<file path="config.mk">
export PLATFORM = sky130hd
export DESIGN_NAME = dg0045_display_drv
export DESIGN_NICKNAME = d
export VERILOG_FILES = /design/src/rtl/dg0045_display_drv.sv
export SDC_FILE = /design/constraint.sdc
export NUM_CORES = 1
export LEC_CHECK = 0
export CAP_MARGIN = 10
export CORE_MARGIN = 4
export CORE_UTILIZATION = 45
export DETAILED_ROUTE_END_ITERATION = 8
export GPL_TIMING_DRIVEN = 0
export HOLD_SLACK_MARGIN = 0.06
export PLACE_DENSITY = 0.72
export SLEW_MARGIN = 20
export SYNTH_ARGS = -nofsm -noshare
export SYNTH_HDL_FRONTEND = slang
export SYNTH_SLANG_ARGS = --single-unit
</file>
<file path="constraint.sdc">
create_clock -name clk -period 5.1 [get_ports clk]
set_clock_uncertainty 0.05 [all_clocks]
set_input_delay 1.275 -clock clk [delete_from_list [all_inputs] [get_ports clk]]
set_output_delay 1.275 -clock clk [all_outputs]
set_load 0.01 [all_outputs]
</file>
<file path="src/rtl/dg0045_display_drv.sv">
// dg0045_display_drv: captures 4-bit digits from the CPU ND/nL strobe interface
// and drives a 4-digit multiplexed 7-segment display.
//
// Ports:
//   clk        - core clock, rising edge
//   rst        - asynchronous active-high reset
//   nd_n       - ND strobe, active low, >= 2 clk wide
//   nl_n[3:0]  - data nibble, active low, stable while nd_n is low
//   blank_lz   - leading-zero suppression enable (static)
//   seg_n[6:0] - segments {g,f,e,d,c,b,a}, active low
//   dig_n[3:0] - digit enables, active low
//   frame_done - one-cycle pulse when a 4-nibble frame is committed
//   slot_cnt   - nibbles captured in the current partial frame
module dg0045_display_drv #(
  parameter int unsigned REFRESH_DIV = 1024,
  parameter int unsigned BLANK_CYC   = 2,
  parameter int unsigned TIMEOUT     = 4096
) (
  input  logic       clk,
  input  logic       rst,
  input  logic       nd_n,
  input  logic [3:0] nl_n,
  input  logic       blank_lz,
  output logic [6:0] seg_n,
  output logic [3:0] dig_n,
  output logic       frame_done,
  output logic [1:0] slot_cnt
);

  localparam logic [15:0] PrescMax    = 16'(REFRESH_DIV - 1);
  localparam logic [15:0] BlankCyc    = 16'(BLANK_CYC);
  localparam logic [15:0] TimeoutLast = 16'(TIMEOUT - 1);

  // Active-high 7-segment shapes, {g,f,e,d,c,b,a}.
  function automatic logic [6:0] hex7(input logic [3:0] v);
    logic [6:0] s;
    case (v)
      4'h0:    s = 7'h3F;
      4'h1:    s = 7'h06;
      4'h2:    s = 7'h5B;
      4'h3:    s = 7'h4F;
      4'h4:    s = 7'h66;
      4'h5:    s = 7'h6D;
      4'h6:    s = 7'h7D;
      4'h7:    s = 7'h07;
      4'h8:    s = 7'h7F;
      4'h9:    s = 7'h6F;
      4'hA:    s = 7'h77;
      4'hB:    s = 7'h7C;
      4'hC:    s = 7'h39;
      4'hD:    s = 7'h5E;
      4'hE:    s = 7'h79;
      default: s = 7'h71;
    endcase
    return s;
  endfunction

  // Synchronizers: strobe and data share the same depth so they stay aligned.
  logic       nd_s1_q, nd_s2_q, nd_prev_q;
  logic [3:0] nl_s1_q, nl_s2_q;
  // warm_q counts edges until nd_s2_q holds a real sample rather than its reset
  // value; armed_q then requires a genuine high before the first capture.
  logic [1:0] warm_q, warm_d;
  logic       armed_q, armed_d;

  logic [3:0][3:0] shadow_q, shadow_d;
  logic [3:0][3:0] display_q, display_d;
  logic [1:0]      slot_q, slot_d;
  logic [15:0]     idle_q, idle_d;
  logic            commit_q, commit_d;
  logic            frame_done_q;

  logic [15:0] presc_q, presc_d;
  logic [1:0]  idx_q, idx_d;
  logic [3:0]  dig_q, dig_d;
  logic [6:0]  seg_q, seg_d;
  // Forces a segment load on the first edge after reset, since that slot
  // starts without a prescaler wrap.
  logic        init_q;

  logic       cap;
  logic [3:0] nib;
  logic       hi_zero;
  logic       seg_load;

  always_comb begin
    cap     = armed_q & nd_prev_q & ~nd_s2_q;
    warm_d  = (warm_q == 2'd2) ? warm_q : warm_q + 2'd1;
    armed_d = armed_q | ((warm_q == 2'd2) & nd_s2_q);

    shadow_d = shadow_q;
    slot_d   = slot_q;
    idle_d   = 16'd0;
    commit_d = 1'b0;
    if (cap) begin
      shadow_d = {shadow_q[2:0], ~nl_s2_q};
      slot_d   = slot_q + 2'd1;
      commit_d = (slot_q == 2'd3);
    end else if (slot_q != 2'd0) begin
      if (idle_q == TimeoutLast) begin
        slot_d = 2'd0;
      end else begin
        idle_d = idle_q + 16'd1;
      end
    end

    display_d = commit_q ? shadow_q : display_q;

    if (presc_q == PrescMax) begin
      presc_d = 16'd0;
      idx_d   = idx_q + 2'd1;
    end else begin
      presc_d = presc_q + 16'd1;
      idx_d   = idx_q;
    end

    dig_d = (presc_d < BlankCyc) ? 4'hF : ~(4'b0001 << idx_d);

    // Segments latch only at slot start so a commit never changes a lit digit.
    nib = display_d[idx_d];
    case (idx_d)
      2'd3:    hi_zero = (display_d[3] == 4'd0);
      2'd2:    hi_zero = (display_d[3:2] == 8'd0);
      2'd1:    hi_zero = (display_d[3:1] == 12'd0);
      default: hi_zero = 1'b0;
    endcase
    seg_load = (presc_d == 16'd0) | init_q;
    seg_d    = seg_q;
    if (seg_load) begin
      seg_d = (blank_lz && hi_zero) ? 7'h7F : ~hex7(nib);
    end
  end

  always_ff @(posedge clk or posedge rst) begin
    if (rst) begin
      nd_s1_q      <= 1'b1;
      nd_s2_q      <= 1'b1;
      nd_prev_q    <= 1'b1;
      nl_s1_q      <= 4'hF;
      nl_s2_q      <= 4'hF;
      warm_q       <= 2'd0;
      armed_q      <= 1'b0;
      shadow_q     <= '0;
      display_q    <= '0;
      slot_q       <= 2'd0;
      idle_q       <= 16'd0;
      commit_q     <= 1'b0;
      frame_done_q <= 1'b0;
      presc_q      <= 16'd0;
      idx_q        <= 2'd0;
      dig_q        <= 4'hF;
      seg_q        <= 7'h7F;
      init_q       <= 1'b1;
    end else begin
      nd_s1_q      <= nd_n;
      nd_s2_q      <= nd_s1_q;
      nd_prev_q    <= nd_s2_q;
      nl_s1_q      <= nl_n;
      nl_s2_q      <= nl_s1_q;
      warm_q       <= warm_d;
      armed_q      <= armed_d;
      shadow_q     <= shadow_d;
      display_q    <= display_d;
      slot_q       <= slot_d;
      idle_q       <= idle_d;
      commit_q     <= commit_d;
      frame_done_q <= commit_q;
      presc_q      <= presc_d;
      idx_q        <= idx_d;
      dig_q        <= dig_d;
      seg_q        <= seg_d;
      init_q       <= 1'b0;
    end
  end

  assign seg_n      = seg_q;
  assign dig_n      = dig_q;
  assign frame_done = frame_done_q;
  assign slot_cnt   = slot_q;

endmodule

</file>
==> run summary <==
The worst setup path is launched from a flop. Global routing used 15.9% of the available tracks across all layers. Among all stages on the critical path, the largest delay is contributed by sky130_fd_sc_hd__nor4_2.

Across all hold checks on the routed design, the worst slack comes to 0.306 ns. Summed over all cells, the static leakage comes to 2.34 nW. The number of I/O pins came out at 22. The area of the core region came out at 10200 um2.

After detailed routing, the total wire length is 8670 um. The total overflow left after global routing is 0. After detailed placement, the total cell area comes to 5100 um2. The max-cap check violation count is 0. The share of the yosys chip area belonging to registers came out at 51.8%.

The via count normalized by instance count is 5.29. The share of the clock period used by the worst path after layout is 70.7%. Setup repair after global routing left no endpoint under its margin.

TritonCTS built the clock tree. The distinct cell type count of the synthesized netlist came out at 53. From left edge to right edge, the die measures 110 um. The die footprint came out at 12100 um2. The slack of the critical path is 1.49 ns. The run finished with clean final reports. After clock tree synthesis, the clock-pin slew on the worst setup and hold paths is 0.10 ns.

The effective utilization at floorplan is 45.8%. At the later pin of the worst-skew pair, clock insertion delay measures 0.35 ns. The largest driver fanout on the critical path came out at 10.

The number of buffers inserted for hold repair after clock tree synthesis came out at 0. The mean cell area of the mapped netlist is 10.4 um2. The vertical die dimension came out at 110 um. Dividing total power by cell area gives a power density of 369 nW/um2. The violation count after the first detailed-routing iteration is 139. The count of placed standard cells including taps came out at 609. In this run the number of H-tree levels came out at 3. The element type at the critical path end is a flop. The actual slew at the worst max-slew pin is 0.679 ns. The critical path buffer and inverter count came out at 3. The gate count after technology mapping is 451. The net count of the mapped netlist came out at 470. The cell class contributing the biggest share of worst-path delay is simple AND/OR/NAND/NOR gates. After detailed routing, the average wire length per cell comes to 13.9 um. The delay of the slowest cell on the worst path is 0.64 ns.

The number of clock sinks is 96. The maximum achievable frequency is 277 MHz. The normalized max-slew margin is 54.6%. The minimum clock period came out at 3.61 ns.

The CTS buffer count came out at 9. The most used flip-flop cell after synthesis is sky130_fd_sc_hd__dfrtp_1. The category of the most critical setup path is reg -> reg. The synthesized netlist occupies a cell area of 4690 um2. The detailed placer's ending HPWL came out at 6120 um. The critical path runs through a total of 13 cells. The layout has 918 filler cells. The number of cells on the worst reg-to-reg path is 13. Traced cell by cell, the critical path runs through ha_1 -> and3_1 -> and4_1 -> buf_6 -> buf_2 -> mux2i_1 -> o211ai_1 -> nor4_2 -> inv_1 -> ha_1 -> mux2_2 -> a21oi_1 -> a21oi_1. At the end of the flow, the number of nets in the layout was 503. The post-layout instance area came out at 5270 um2. The number of setup violations in the final report is 0. The total count of hold-check failures in the final report came to 0. The worst hold path belongs to the class reg -> reg. The number of flops mapped to enable cells by yosys is 0. The via count of the first global-routing pass came out at 3261. Once layout is complete, the utilization of the core stands at 51.5%. The final-report max-slew violation count is 0.

The layout cell share with drive strength beyond 1 came out at 16.4%. The diode insertion count for antenna repair came out at 0. After synthesis, the largest area contributor takes up 38.9% of total cell area.

The final weighted congestion in routability-driven placement came out at 0.894. By area the synthesized netlist is led by sky130_fd_sc_hd__dfrtp_1 (39%), sky130_fd_sc_hd__dfstp_2 (13%), sky130_fd_sc_hd__nand2_1 (4.8%). The via count came out at 3308. The buffer count from post-CTS setup fixing came out at 0.

The Yosys step of the flow raised 0 warnings. OpenSTA, run right after detailed placement, puts the worst setup slack at 1.49 ns. Summed over all instances, the cell type with the most area after synthesis is sky130_fd_sc_hd__dfrtp_1. Data on the critical path is required at its endpoint by 5.33 ns. The global-route wire length before repair is 15300 um. The maximum ir drop on the vdd rail came out at 0.191 mV. The synthesis-to-finish area growth came out at 12.4%. The count of antenna-violating nets left after detailed routing is 0.

Port buffering added 21 buffers. The number of DRC violations after detailed routing came out at 0. The tree is rooted in a sky130_fd_sc_hd__clkbuf_8. The initial antenna violation count came out at 0. The worst register-to-register path has a setup slack of 1.49 ns. The count of instances resized after the clock tree is built is 0.

The row count is 37. The first-pass iteration count of the detailed router is 4. The number of storage elements in the synthesis netlist came out at 96. The arrival time reported for the critical path endpoint came out at 3.84 ns. The maximum buffer depth of the clock tree is 2. Sorting the synthesized cells by how often they occur yields sky130_fd_sc_hd__dfrtp_1 (73), sky130_fd_sc_hd__nand2_1 (60), sky130_fd_sc_hd__nor2_1 (41). The worst hold path was traced through 0 stages. The leading cell type by number of instances after synthesis is sky130_fd_sc_hd__dfrtp_1. The largest net degree at the start of global routing is 62. The non-filler instance count after layout came out at 625. Counting flops with an async set or reset pin after synthesis yields a share of 100%.
[sequential cells by signal, indices dropped and copies added, names as in the netlist, 4 cells and up]
name / count
presc_q: 16
idle_q: 16
nl_s1_q: 4
display_q: 16
nl_s2_q: 4
seg_n: 7
dig_n: 4
shadow_q: 16
[layout by cell type (no fill, tap or decap), drive strengths merged, types with 11 or more instances in the layout]
cell type,n
nand3,20
nor2,41
clkdlybuf4s50,21
nand2,60
mux2i,14
inv,20
xor2,15
o21ai,15
clkbuf,20
dfstp,23
xnor2,18
mux2,15
and3,11
nand4,12
ha,11
dfrtp,73
buf,13
[area by class of cell]
class / instances / area, um2 / share of cell area, %
Tap cell: 136 / 170 / 3.23
Clock inverter: 7 / 46.3 / 0.878
Timing Repair Buffer: 22 / 238 / 4.51
Sequential cell: 96 / 2430 / 46.1
Clock buffer: 9 / 124 / 2.35
Inverter: 18 / 70.1 / 1.33
Buffer: 23 / 124 / 2.35
Multi-Input combinational cell: 314 / 2070 / 39.2
[layer usage]
metal,GRT usage [%],up-vias,share of wire (%)
met5,0,-,0
met4,4.57,0,1.2
met3,4.02,9,4.2
met2,25.1,60,48
met1,21.7,1624,47
li1,-,1615,-
[cell families after synthesis]
group | share of synthesized area, %
AO/OA/AOI/OAI | 6.91
buffers and inverters | 4.08
other | 0.0799
multiplexers | 6.59
flip-flops | 51.8
AND/OR/NAND/NOR | 21.2
adder cells (fa/ha/maj) | 3.15
XOR/XNOR | 6.16
[power by group]
group          leakage (nW)  total (mW)  internal (mW)  switching (mW)
clock                0.0935       0.447          0.178           0.269
sequential             1.20       0.956          0.900          0.0559
combinational          1.04       0.542          0.251           0.291
[metrics by stage]
| step | total power, mW | TNS, ns |
|---|---|---|
| global route | 2.08 | 0 |
| floorplan | 1.34 | 0 |
| finish | 1.94 | 0 |
| detailed placement | 1.51 | 0 |
| global placement | 1.49 | -1.13 |
| CTS | 1.96 | 0 |
[worst paths after layout]
check	start	to
setup reg to reg	presc_q[0]$_DFF_PP0_	seg_n[3]$_DFFE_PP1P_
setup / recovery	presc_q[0]$_DFF_PP0_	seg_n[3]$_DFFE_PP1P_
min in group asynchronous	rst	frame_done$_DFF_PP0_
hold reg to reg	nd_s1_q$_DFF_PP1_	nd_s2_q$_DFF_PP1_
hold / removal	nd_s1_q$_DFF_PP1_	nd_s2_q$_DFF_PP1_
max in group asynchronous	rst	nl_s1_q[2]$_DFF_PP1_
No activity file was read; power rests on OpenSTA's default activity.
